**src/rtl/ifetch.sv**
```systemverilog
// Instruction fetch front end: owns the fetch PC, one outstanding bus request, valid/ready hand-off to decode.
// Latency: data_ok in cycle N -> inst_valid in N+1; decode accept in M -> next request in M+1.
// Backpressure: holds the instruction while inst_ready=0; a redirect kills held or in-flight wrong-path work.
module ifetch #(
    parameter logic [63:0] RESET_PC = 64'h8000_0000
) (
    input  logic        clk,
    input  logic        reset,
    input  logic        redirect_valid,
    input  logic [63:0] redirect_pc,
    output logic        ireq_valid,
    output logic [63:0] ireq_addr,
    input  logic        iresp_data_ok,
    input  logic [31:0] iresp_data,
    output logic        inst_valid,
    input  logic        inst_ready,
    output logic [31:0] inst,
    output logic [63:0] inst_pc
);

    typedef enum logic [1:0] {
        IDLE = 2'd0,
        REQ  = 2'd1,
        DROP = 2'd2,
        HOLD = 2'd3
    } state_t;

    state_t      state_q;
    logic [63:0] pc_q;
    logic [63:0] req_addr_q;
    logic [31:0] inst_q;
    logic [63:0] inst_pc_q;

    // Fetch FSM: a redirect outranks every other event in every state.
    // DROP means a stale request is still on the bus and its response must be swallowed.
    always_ff @(posedge clk or posedge reset) begin
        if (reset) begin
            state_q    <= IDLE;
            pc_q       <= RESET_PC;
            req_addr_q <= RESET_PC;
            inst_q     <= 32'd0;
            inst_pc_q  <= 64'd0;
        end else begin
            case (state_q)
                IDLE: begin
                    if (redirect_valid) begin
                        pc_q       <= redirect_pc;
                        req_addr_q <= redirect_pc;
                    end else begin
                        req_addr_q <= pc_q;
                    end
                    state_q <= REQ;
                end
                REQ: begin
                    if (redirect_valid) begin
                        pc_q <= redirect_pc;
                        if (iresp_data_ok) begin
                            // Response arrived with the redirect: discard it and refetch at once.
                            req_addr_q <= redirect_pc;
                            state_q    <= REQ;
                        end else begin
                            // Request stays up with the old address until its response drains.
                            state_q <= DROP;
                        end
                    end else if (iresp_data_ok) begin
                        inst_q    <= iresp_data;
                        inst_pc_q <= req_addr_q;
                        pc_q      <= req_addr_q + 64'd4;
                        state_q   <= HOLD;
                    end
                end
                DROP: begin
                    if (iresp_data_ok) begin
                        if (redirect_valid) begin
                            pc_q       <= redirect_pc;
                            req_addr_q <= redirect_pc;
                        end else begin
                            req_addr_q <= pc_q;
                        end
                        state_q <= REQ;
                    end else if (redirect_valid) begin
                        // Latest redirect wins while the stale response is pending.
                        pc_q <= redirect_pc;
                    end
                end
                HOLD: begin
                    if (redirect_valid) begin
                        pc_q       <= redirect_pc;
                        req_addr_q <= redirect_pc;
                        state_q    <= REQ;
                    end else if (inst_ready) begin
                        req_addr_q <= pc_q;
                        state_q    <= REQ;
                    end
                end
                default: state_q <= IDLE;
            endcase
        end
    end

    // Outputs decode straight from registers, except inst_valid which a redirect kills combinationally.
    always_comb begin
        ireq_valid = (state_q == REQ) || (state_q == DROP);
        ireq_addr  = req_addr_q;
        inst_valid = (state_q == HOLD) && !redirect_valid;
        inst       = inst_q;
        inst_pc    = inst_pc_q;
    end

endmodule
```
**config.mk**
```make
export PLATFORM = sky130hd
export DESIGN_NAME = ifetch
export DESIGN_NICKNAME = d
export VERILOG_FILES = /design/src/rtl/ifetch.sv
export SDC_FILE = /design/constraint.sdc
export NUM_CORES = 1
export LEC_CHECK = 0
export ABC_AREA = 0
export CAP_MARGIN = 20
export CORE_ASPECT_RATIO = 2
export CORE_MARGIN = 4
export CORE_UTILIZATION = 45
export CTS_BUF_LIST = sky130_fd_sc_hd__clkbuf_16
export DETAILED_ROUTE_END_ITERATION = 8
export PLACE_DENSITY = 0.77
export SYNTH_ARGS = -nofsm -noshare
export SYNTH_HDL_FRONTEND = slang
export SYNTH_SLANG_ARGS = --single-unit
```
**constraint.sdc**
```tcl
create_clock -name clk -period 7 [get_ports clk]
set_input_delay 1.4 -clock clk [delete_from_list [all_inputs] [get_ports clk]]
set_output_delay 1.4 -clock clk [all_outputs]
set_load 0.1 [all_outputs]
```
Word-level counts from Yosys, hierarchy flattened

Index checks and enable logic that the tools add are counted.

Word-level logic and storage cells: 40
Output and inout port bits: 162
Bits in registers: 226

$add $sub $neg: 1
Reduce and logical (&&, ||, !) cells: 8
Bitwise operators: 1
Eq/ne operators: 8
Multiplexer cells: 17

Operators with widths:

| operator                                            | number |
|---|---|
| two-way mux 64 bit                                  | 8 |
| case mux 64 bit (4 select lines)                    | 1 |
| case mux 64 bit (2 select lines)                    | 1 |
| adder 64 x 3 -> 64 bit, second input constant       | 1 |
| two-way mux 2 bit                                   | 6 |
| case mux 2 bit (4 select lines)                     | 1 |
| inequality test 2 bit, second input constant        | 3 |
| inequality test 3 bit, second input constant        | 2 |
| AND reduction 3 bit                                 | 2 |
| equality test 2 bit, second input constant          | 2 |
| AND reduction 4 bit                                 | 1 |
| OR reduction 3 bit                                  | 1 |
| equality test 2 x 1 -> 1 bit, second input constant | 1 |
| logical NOT 2 bit                                   | 1 |
| logical AND 1 bit                                   | 1 |
| logical NOT 1 bit                                   | 1 |
| logical OR 1 bit                                    | 1 |
| inverter 1 bit                                      | 1 |

Longest topological paths before layout

Word-level depth: 4
Depth in mapped cells: 10

Worst setup path before layout

OpenSTA, ideal clock, no wires.

Kind: input port to flip-flop
From: input port redirect_valid
To: register req_addr_q[4], in the netlist ireq_addr[4]
Data required time: 6.917 ns
Slack: 2.498 ns
Library setup time: 0.083 ns
Data arrival time: 4.419 ns
Stages on the path: 9
Cell sequence: clkbuf_1 -> nor2b_1 -> a22oi_1 -> nand3_1 -> clkbuf_1 -> clkbuf_1 -> clkbuf_1 -> nand2_1 -> o21ai_0

Cells in the longest elaborated chain, start to end: 3

Ends and longest elaborated chain:

| what                             | line | text |
|---|---|---|
| start: declaration               | 9    | `input logic redirect_valid,` |
| two-way mux 64 bit               | -    |  |
| two-way mux 64 bit               | 73   | `if (iresp_data_ok) begin` |
| case mux 64 bit (4 select lines) | 44   | `case (state_q)` |
| end signal: assignment           | 48   | `req_addr_q <= redirect_pc;` |
| end signal: assignment           | 76   | `req_addr_q <= redirect_pc;` |
| end signal: assignment           | 78   | `req_addr_q <= pc_q;` |
| end: declaration                 | 30   | `logic [63:0] req_addr_q;` |

Several ways; a longest one is shown, not always the timed one. The select of a mux whose other input is x is not followed.
A chain may end at the register's enable or synchronous reset.

Final worst setup path

From: input port redirect_valid
To: output port inst_valid

Cells in the longest elaborated chain, start to end: 2

Ends and longest elaborated chain:

| what              | line | text |
|---|---|---|
| logical NOT 1 bit | 105  | `inst_valid = (state_q == HOLD) && !redirect_valid;` |
| logical AND 1 bit | 105  |  |
| end: declaration  | 15   | `output logic inst_valid,` |

No other way between the ends.

==> qor.txt <==
====================================================================================
Status                                                                  complete, no violations
Setup TNS                                                                       0 ns
Data required time at the worst endpoint                                     5.60 ns
Die outline height                                                       226 microns
Average detailed-routed wire length per instance                        18.1 microns
Core Box Area                                                           0.0233 sq mm
Cell family with most CP delay                                          buffers and inverters
Post-detailed-placement cell area                                       0.0135 sq mm
Sort of element at the start of the critical path                          input pin
Global-route wire length before repair                                  49,500 microns
Number of enable flip-flop cells after synthesis                                   0
Half-perimeter wire length after detailed placement                     21,200 microns
Global-route total usage across every layer                                    0.235
Worst-path fanout max                                                             49
Synthesized instance count                                                     1,215
Post-route fraction of the period consumed by the critical path                0.648
Number of CTS-inserted buffers                                                    21
Buffer and inverter count on the worst path                                        2
Number of maximum-capacitance violations                                           0
WS Path Type                                                                  in2out
Largest buffer count on any clock path                                             3
CP Cell Sequence                                                        buf_4 > nor2b_1 > clkdlybuf4s50_1
Filler Cell Count                                                              2,019
Data arrival time at the worst-slack endpoint                                3.14 ns
First-pass iteration count of the detailed router                                  5
Maximum single-stage delay on the critical path                              1.18 ns
Clock Skew                                                                 0.0107 ns
Post-layout utilization of the core                                            0.607
Total congestion overflow after global routing                                     0
Worst hold-check path type                                                   reg2reg
RSZ-0062 raised after global routing                                              no
CTS tree                                                                         yes
Iteration-0 DRC count of the detailed router                                     655
Pin count of the biggest net entering global routing                             133
Max Slew Vio Count                                                                 0
Multi-input gate area in the final layout                               0.00475 sq mm
IO Count                                                                         263
Post-Synthesis Net Count                                                       1,320
Number of sinks handled by clock tree synthesis                                  226
Flip-flop and latch count after synthesis                                        226
Number of buffers inserted for hold repair after clock tree synthesis              0
R2r setup slk                                                                3.84 ns
Async set-or-reset flop fraction in the synthesized netlist                     1.00
Clock-pin slew on the worst setup and hold paths                             0.06 ns
Measured slew at the worst slew-check pin                                    1.11 ns
Count of synthesis-stage warnings from yosys                                       0
Timing-limited maximum frequency                                             220 MHz
Post-synthesis average cell area                                          8.83 sq um
Post-CTS Setup Bufs                                                                0
Remaining antenna violation count                                                  0
Number of placement rows                                                          79
Vias per cell                                                                   5.42
Wire length reported by the detailed router                             31,200 microns
Final setup violation count                                                        0
Most common flop cell mapped by yosys                                        dfrtp_1
Slowest cell on the critical path                                       clkdlybuf4s50_1
Sequential share of the synthesized area                                       0.528
Resized cells post-CTS                                                             0
Critical Path Sink Type                                                  output port
Remaining routing DRC violations                                                   0
Ratio of cells with drive above 1 in the final layout                         0.0332
CTS H-Tree Depth                                                                   1
Library cells used by synthesis                                                   45
Layout Cell Area excl Fill                                              0.0142 sq mm
Area Overhead vs Synth                                                         32.0%
IO Port Bufs                                                                     262
Count of final hold-check violations                                               0
Clock latency of the later-clocked register in the worst-skew pair           0.50 ns
Die outline width                                                        117 microns
Initial Util                                                                   0.460
Final net count                                                                1,536
Rel. slew slack                                                                0.259
Final period demand of the worst path                                        4.54 ns
Total number of vias                                                           9,365
Master cell of the clock root buffer                                       clkbuf_16
Seq. cell area                                                          0.00566 sq mm
Number of antenna violations at the first check in global routing                  0
Vias in the first global route                                                 9,372
Netlist area before placement                                           0.0107 sq mm
Die Footprint                                                           0.0265 sq mm
Final RePlAce weighted congestion                                              0.792
====================================================================================
-- sequential cells by signal, indices dropped and copies added, names as in the netlist --
register / count
inst_pc: 64
ireq_addr: 64
pc_q: 64
inst: 32
state_q: 2
-- tightest hold or removal path, delay by kind of cell (launching register included) --
family	cells	cell delay (ns)
flops	1	0.34
simple gates	2	0.11
-- cell usage in the layout, fill, tap and decap left out, types with 4 or more instances in the layout --
| cell | netlist | final |
|---|---|---|
| o31ai_1 | 4 | 4 |
| dfrtp_1 | 224 | 224 |
| nor3b_1 | 9 | 9 |
| and3_1 | 7 | 7 |
| mux2i_1 | 74 | 74 |
| nand4_1 | 14 | 14 |
| xnor2_1 | 38 | 38 |
| nor3_1 | 22 | 22 |
| a21oi_1 | 43 | 43 |
| clkdlybuf4s50_1 | 0 | 261 |
| o221ai_1 | 15 | 15 |
| clkinv_1 | 0 | 5 |
| buf_4 | 0 | 8 |
| xor2_1 | 17 | 17 |
| nand2_1 | 425 | 423 |
| nand3_1 | 25 | 24 |
| o21ai_0 | 111 | 111 |
| inv_1 | 13 | 17 |
| nor2_1 | 52 | 50 |
| clkbuf_16 | 0 | 21 |
| ha_1 | 4 | 4 |
| and4_1 | 4 | 4 |
-- metal layers --
layer / vias up / track usage / routed length [microns] / share of wire
li1: 4462 / - / - / -
met1: 4522 / 0.272 / 11700 / 0.38
met2: 317 / 0.429 / 16700 / 0.53
met3: 64 / 0.0288 / 1610 / 0.052
met4: 0 / 0.0963 / 1170 / 0.038
met5: - / 0 / 0 / 0
-- through the flow --
stage                     setup slack [ns]  instances  hold slack (ns)
after global routing                  2.44       1727            0.489
after detailed placement              2.41       1690            0.461
after CTS                             2.49       1726            0.478
final                                 2.46       1728            0.471
after global placement                2.49       1690            0.456
after floorplan                       2.50       1215            0.506
-- final cells by class --
| class | count | area share |
|---|---|---|
| Sequential cell | 226 | 0.400 |
| Multi-Input combinational cell | 898 | 0.336 |
| Timing Repair Buffer | 271 | 0.192 |
| Clock buffer | 21 | 0.0371 |
| Tap cell | 283 | 0.0250 |
| Clock inverter | 15 | 0.00654 |
| Inverter | 13 | 0.00371 |
| Antenna cell | 1 | 0.000177 |
-- Yosys cell counts (2+ instances only) --
library cell	n	share of area
a21o_1	2	0.0014
a21oi_1	43	0.020
a221oi_1	2	0.0016
a22oi_1	2	0.0014
and2_1	3	0.0018
and3_1	7	0.0041
and4_1	4	0.0033
buf_1	7	0.0025
buf_2	3	0.0014
clkbuf_1	66	0.023
dfrtp_1	224	0.52
dfstp_2	2	0.0049
ha_1	4	0.0047
inv_1	13	0.0046
mux2i_1	74	0.069
nand2_1	425	0.15
nand2b_1	2	0.0012
nand3_1	25	0.012
nand4_1	14	0.0082
nor2_1	52	0.018
nor2b_1	3	0.0018
nor3_1	22	0.010
nor3b_1	9	0.0063
nor4_1	3	0.0018
o21ai_0	111	0.052
o221ai_1	15	0.012
o31ai_1	4	0.0028
or3_1	3	0.0018
or4_1	2	0.0014
xnor2_1	38	0.031
xor2_1	17	0.014
-- path summary, 6_finish.rpt --
path,cells after the start,start,end
max,3,redirect_valid,inst_valid
min,2,inst[20],inst[20]
max reg2reg,6,state_q[1],pc_q[39]
min reg2reg,2,inst[20],inst[20]
max in group asynchronous,3,reset,pc_q[17]
min in group asynchronous,2,reset,inst[3]
-- logic make-up after synthesis --
| group | count (synthesis) | share of synthesized area |
|---|---|---|
| xor gates and xnor gates | 55 | 0.0449 |
| AOI/OAI and AO/OA | 187 | 0.0973 |
| buffers and inverters | 91 | 0.0330 |
| DFF | 226 | 0.528 |
| adders and majority gates | 4 | 0.00467 |
| muxes | 74 | 0.0691 |
| and+or+nand+nor | 578 | 0.223 |
Power is left out: the tool's default activity adds up to more than one toggle a clock period on the data nets, which glitch-free logic cannot reach.
